==> src/rtl/uart_tx_if.sv <==
// Byte handshake between the bus-side UART register logic and the transmitter.
`timescale 1ns/1ps
interface uart_tx_if;
  logic       tx_start;
  logic [7:0] tx_data;
  logic       tx_busy;
  logic       tx_done;

  modport master (output tx_start, output tx_data, input tx_busy, input tx_done);
  modport slave  (input tx_start, input tx_data, output tx_busy, output tx_done);
endinterface

==> src/rtl/uart_tx.sv <==
// UART transmitter: start bit, 8 data bits LSB first, optional even parity, one stop bit.
// Define UART_TX_PARITY_EN to insert the even-parity bit (11-bit frames).
`timescale 1ns/1ps
module uart_tx #(
  parameter int unsigned CLKS_PER_BIT = 434
) (
  input  logic       clk,
  input  logic       rst,
  uart_tx_if.slave   bus,
  output logic       tx_out,
  output logic [3:0] bit_cnto
);

  localparam logic [9:0] LAST_CNT = 10'(CLKS_PER_BIT - 1);

  typedef enum logic [2:0] {
    IDLE,
    START,
    DATA,
`ifdef UART_TX_PARITY_EN
    PARITY,
`endif
    STOP
  } state_t;

  state_t     state_q, state_d;
  logic [9:0] baud_q, baud_d;
  logic [7:0] shift_q, shift_d;
  logic [3:0] bit_q, bit_d;
  logic       out_q, out_d;
  logic       busy_q, busy_d;
  logic       done_q, done_d;
`ifdef UART_TX_PARITY_EN
  logic       parity_q, parity_d;
`endif

  logic       last_cnt;
  assign last_cnt = (baud_q == LAST_CNT);

  always_ff @(posedge clk) begin
    if (rst) begin
      state_q  <= IDLE;
      baud_q   <= '0;
      shift_q  <= '0;
      bit_q    <= '0;
      out_q    <= 1'b1;
      busy_q   <= 1'b0;
      done_q   <= 1'b0;
`ifdef UART_TX_PARITY_EN
      parity_q <= 1'b0;
`endif
    end else begin
      state_q  <= state_d;
      baud_q   <= baud_d;
      shift_q  <= shift_d;
      bit_q    <= bit_d;
      out_q    <= out_d;
      busy_q   <= busy_d;
      done_q   <= done_d;
`ifdef UART_TX_PARITY_EN
      parity_q <= parity_d;
`endif
    end
  end

  // Every output is computed one cycle ahead so the line, busy, done and the
  // bit index all change on the same edge as the state they describe.
  always_comb begin
    state_d  = state_q;
    baud_d   = last_cnt ? '0 : baud_q + 10'd1;
    shift_d  = shift_q;
    bit_d    = bit_q;
    out_d    = out_q;
    busy_d   = busy_q;
    done_d   = 1'b0;
`ifdef UART_TX_PARITY_EN
    parity_d = parity_q;
`endif

    unique case (state_q)
      IDLE: begin
        baud_d = '0;
        bit_d  = '0;
        out_d  = 1'b1;
        busy_d = 1'b0;
        if (bus.tx_start) begin
          shift_d  = bus.tx_data;
`ifdef UART_TX_PARITY_EN
          parity_d = ^bus.tx_data;
`endif
          state_d  = START;
          busy_d   = 1'b1;
          out_d    = 1'b0;
        end
      end

      START: begin
        if (last_cnt) begin
          state_d = DATA;
          bit_d   = 4'd1;
          out_d   = shift_q[0];
        end
      end

      DATA: begin
        if (last_cnt) begin
          shift_d = {1'b0, shift_q[7:1]};
          if (bit_q == 4'd8) begin
            bit_d = 4'd9;
`ifdef UART_TX_PARITY_EN
            state_d = PARITY;
            out_d   = parity_q;
`else
            state_d = STOP;
            out_d   = 1'b1;
`endif
          end else begin
            bit_d = bit_q + 4'd1;
            out_d = shift_q[1];
          end
        end
      end

`ifdef UART_TX_PARITY_EN
      PARITY: begin
        if (last_cnt) begin
          state_d = STOP;
          bit_d   = 4'd10;
          out_d   = 1'b1;
        end
      end
`endif

      STOP: begin
        if (last_cnt) begin
          state_d = IDLE;
          bit_d   = '0;
          out_d   = 1'b1;
          busy_d  = 1'b0;
          done_d  = 1'b1;
        end
      end

      default: begin
        state_d = IDLE;
        baud_d  = '0;
        bit_d   = '0;
        out_d   = 1'b1;
        busy_d  = 1'b0;
      end
    endcase
  end

  assign tx_out      = out_q;
  assign bit_cnto    = bit_q;
  assign bus.tx_busy = busy_q;
  assign bus.tx_done = done_q;

endmodule

==> src/flat_wrapper.sv <==
// flat-port wrapper written by rule: the top's interface ports become plain ports
module uart_tx_flat 
#(
  parameter int unsigned CLKS_PER_BIT = 434
)
  (clk, rst, tx_out, bit_cnto, bus_tx_start, bus_tx_data, bus_tx_busy, bus_tx_done);
  uart_tx_if bus_i ();
  input  logic clk;
  input  logic rst;
  output logic tx_out;
  output logic [3:0] bit_cnto;
  input wire logic [$bits(bus_i.tx_start)-1:0] bus_tx_start;
  input wire logic [$bits(bus_i.tx_data)-1:0] bus_tx_data;
  output wire logic [$bits(bus_i.tx_busy)-1:0] bus_tx_busy;
  output wire logic [$bits(bus_i.tx_done)-1:0] bus_tx_done;
  assign bus_i.tx_start = bus_tx_start;
  assign bus_i.tx_data = bus_tx_data;
  assign bus_tx_busy = bus_i.tx_busy;
  assign bus_tx_done = bus_i.tx_done;
  uart_tx #(.CLKS_PER_BIT(CLKS_PER_BIT)) u_core (.clk(clk), .rst(rst), .bus(bus_i), .tx_out(tx_out), .bit_cnto(bit_cnto));
endmodule
==> config.mk <==
export PLATFORM = sky130hd
export DESIGN_NAME = uart_tx_flat
export DESIGN_NICKNAME = d
export VERILOG_FILES = /design/src/rtl/uart_tx_if.sv /design/src/rtl/uart_tx.sv /design/src/flat_wrapper.sv
export SDC_FILE = /design/constraint.sdc
export NUM_CORES = 1
export LEC_CHECK = 0
export ABC_AREA = 1
export CAP_MARGIN = 20
export CORE_UTILIZATION = 55
export DETAILED_ROUTE_END_ITERATION = 10
export GPL_TIMING_DRIVEN = 0
export MAX_ROUTING_LAYER = met4
export PLACE_DENSITY = 0.79
export SKIP_CTS_REPAIR_TIMING = 1
export SYNTH_ARGS = -nofsm -noshare
export SYNTH_HDL_FRONTEND = slang
export SYNTH_SLANG_ARGS = --single-unit
==> constraint.sdc <==
create_clock -name clk -period 3.9 [get_ports clk]
set_clock_uncertainty 0.15 [all_clocks]
set_input_delay 0.78 -clock clk [delete_from_list [all_inputs] [get_ports clk]]
set_output_delay 0.78 -clock clk [all_outputs]
set_load 0.01 [all_outputs]
==> results.py <==
metrics = {
    "drt": {
        "postRouteAntennaNets": 0,
        "avgViaCountPerCell": 5.237,
        "wl_per_cell_um": 11.98,
        "routed_wl_mm": 2.983,
        "drc_errors": 0,
        "via_count": 1304,
        "dr.pass1.iters": 4,
        "drt_iter0_markers": 24,
    },
    "hold_path": {
        "hp-class": "flip-flop to flip-flop",
        "min_from": "u_core.tx_out",
    },
    "run": {
        "cap_violations": 0,
    },
    "worst_setup_path": {
        "cp-startpoint": "u_core.bit_cnto[0]",
        "cpPeakStageDelay_ns": 0.57,
        "path_max_fanout": 6,
        "crit_slowest_cell": "clkdlybuf4s50_1",
        "worst-path-buf-inv": 1,
        "cp-start-kind": "flip-flop",
        "path_class": "flip-flop to output port",
        "critPathArrivalTime_ns": 1.37,
        "worstPathRequired_ns": 2.97,
        "reg2reg_to": "u_core.shift_q[6]",
        "setup.worst_path.end": "bit_cnto[0]",
        "cp-end-kind": "output port",
        "critical_path_depth": 1,
        "critPathTopFamily": "buffers and inverters",
        "ff2ff_setup_slack_ns": 2.08,
        "path_cells": "clkdlybuf4s50_1",
        "worstRegToRegCells": 8,
        "r2r-start": "u_core.state_q[0]",
    },
    "timing": {
        "tightestPinTransition_ns": 0.3730,
        "max_freq_mhz": 434.5,
        "fin_tns_setup_ns": 0,
        "period_share": 0.5902,
        "worst_slack_ns": 1.598,
        "rsz0062_at_grt": "false",
        "period_needed_ns": 2.302,
        "max_slew_margin": 0.7513,
        "hold_violations": 0,
        "drv_slew": 0,
        "finalSetupViolCount": 0,
        "hold_ws_ns": 0.3355,
    },
    "synth": {
        "synth_cell_types": 30,
        "yosys.area.top_type": "dfxtp_1",
        "synthCells": 198,
        "synth.area.top_cells": "dfxtp_1, nand2_1, ha_1",
        "synth_nets": 219,
        "synth_xor_xnor_area_share": 0.03971,
        "yosys_warnings": 0,
        "synthSimpleGateAreaFrac": 0.3160,
        "synth_fa_ha_area_frac": 0.08104,
        "synth_compound_area_frac": 0.09238,
        "synth_top_family_by_area": "simple AND/OR/NAND/NOR gates",
        "ys_seq_area_frac": 0.3501,
        "ys_seq_elements": 27,
        "synthMuxAreaShare": 0.03890,
        "synth_top_area_share": 0.3501,
        "synth_area_um2": 1544,
        "syn_avg_cell_area_um2": 7.798,
    },
    "global_route": {
        "grt_max_degree": 17,
        "grt.busiest_layer": "met2",
        "grt_antenna_before_repair": 0,
        "track_usage": 0.2381,
        "grt_use_met2": 0.3936,
        "overflow": 0,
        "met1_usage": 0.2862,
        "grt_pass1_wl_mm": 5.002,
        "grt_use_met3": 0.03279,
        "grt_pass1_vias": 1233,
    },
    "layout": {
        "post-route-util": 0.6940,
        "final_cell_mix": "nand2_1, nor2_1, dfxtp_1, nand3_1, inv_1",
        "layout_commonest_cell": "nand2_1",
        "final-seq-area_um2": 540.5,
        "drive_gt1_frac": 0.1416,
        "antenna_cells": 0,
        "n_fill_cell": 226,
        "multi_input_area_um2": 877.1,
        "area_growth_pct": 15.40,
        "fin_nets": 241,
        "fin_cells": 249,
    },
    "clocking": {
        "path_clk_slew_ns": 0.14,
        "clock_latency_ns": 0.35,
        "clk_path_buf_depth": 2,
        "tritoncts": "done",
        "htreeDepth": 1,
        "clock-sinks": 27,
        "cts_buffers": 3,
        "clockRootBuffer": "clkbuf_4",
    },
    "placed_design": {
        "port_buffers": 17,
        "place_hpwl_mm": 2.298,
        "dp_cells": 245,
        "pre_cts_ws_ns": 1.708,
        "gp_congestion": 0.8973,
    },
    "floorplan": {
        "dieArea_um2": 3023,
        "num_io_pins": 18,
        "start_util": 0.6014,
        "rows": 18,
        "die_h_um": 54.99,
        "core_area_um2": 2567,
        "die_x_um": 54.99,
    },
    "power": {
        "ir_drop_uv": 546.4,
        "p_leak_uw": 0.0007305,
        "p_per_area_nw_per_um2": 646.8,
    },
    "status": {
        "status": "finished, final reports clean",
    },
}
kinds of logic (layout without fill, tap and decap cells):
kind of cell    Yosys count  count (layout)
fa+ha+maj                10              10
buf+inv                  25              46
simple gates            101             101
compound gates           22              22
mux                       6               6
flops                    27              27
xor+xnor                  7               7
stage by stage:
stage,area (um^2),power [uW]
floorplan,1544,879.5
global placement,1752,999.2
detailed placement,1752,1025
CTS,1782,1159
global route,1782,1245
finish,1782,1152
sequential cells by signal, indices dropped and copies added, names as in the netlist:
register / flops
u_core.tx_out: 1
u_core.bus.tx_busy: 1
u_core.state_q: 2
u_core.shift_q: 8
u_core.baud_q: 10
u_core.bus.tx_done: 1
u_core.bit_cnto: 4
cell usage after synthesis, drive strengths merged:
cell / n
nand3b: 1
nor3: 3
mux2i: 6
nand3: 22
or2: 2
nand2: 39
buf: 4
ha: 10
nor4: 1
xor2: 7
dfxtp: 27
nor2: 31
and3: 1
nand4: 1
a21boi: 1
a21oi: 18
inv: 21
o21ai: 3
layout make-up:
type	count	share of cell area
multi-input combinational	146	0.4923
sequential	27	0.3034
timing repair buffer	17	0.09551
inverter	21	0.04424
buffer	4	0.02669
tap	30	0.02107
clock buffer	3	0.01264
clock inverter	1	0.004213
worst register-to-register path, cell delays in order (launching register included):
cell and delay [ns]:
dfxtp_1 0.37, inv_1 0.14, ha_1 0.26, inv_2 0.10, o21ai_2 0.33, buf_8 0.21
nand3_1 0.09, nand2_1 0.07, nor2_1 0.04
how the worst min path moves through the flow:
| stage | cells after the start | slack, ns | endpoint |
|---|---|---|---|
| 6_report | 2 | 0.34 | u_core.tx_out |
| 3_5_place_dp | 2 | 0.31 | u_core.tx_out |
| 2_1_floorplan | 1 | 0.28 | u_core.baud_q[0] |
| 5_1_grt | 2 | 0.36 | u_core.tx_out |
| 4_1_cts | 2 | 0.34 | u_core.tx_out |
| 3_3_place_gp | 1 | 0.30 | u_core.baud_q[0] |
metal layers:
| layer | vias to the layer above | wire length, um |
|---|---|---|
| met5 | - | 0 |
| met2 | 25 | 1452 |
| met1 | 589 | 1374 |
| met3 | 4 | 98 |
| li1 | 686 | - |
| met4 | 0 | 57 |
power by group:
| part | leakage, uW | internal [uW] | switching, uW |
|---|---|---|---|
| logic | 0.000496 | 267 | 362 |
| registers | 0.000221 | 342 | 51.5 |
| clock network | 0.0000139 | 39.6 | 89.9 |
Power figures use the tool's default switching activity.
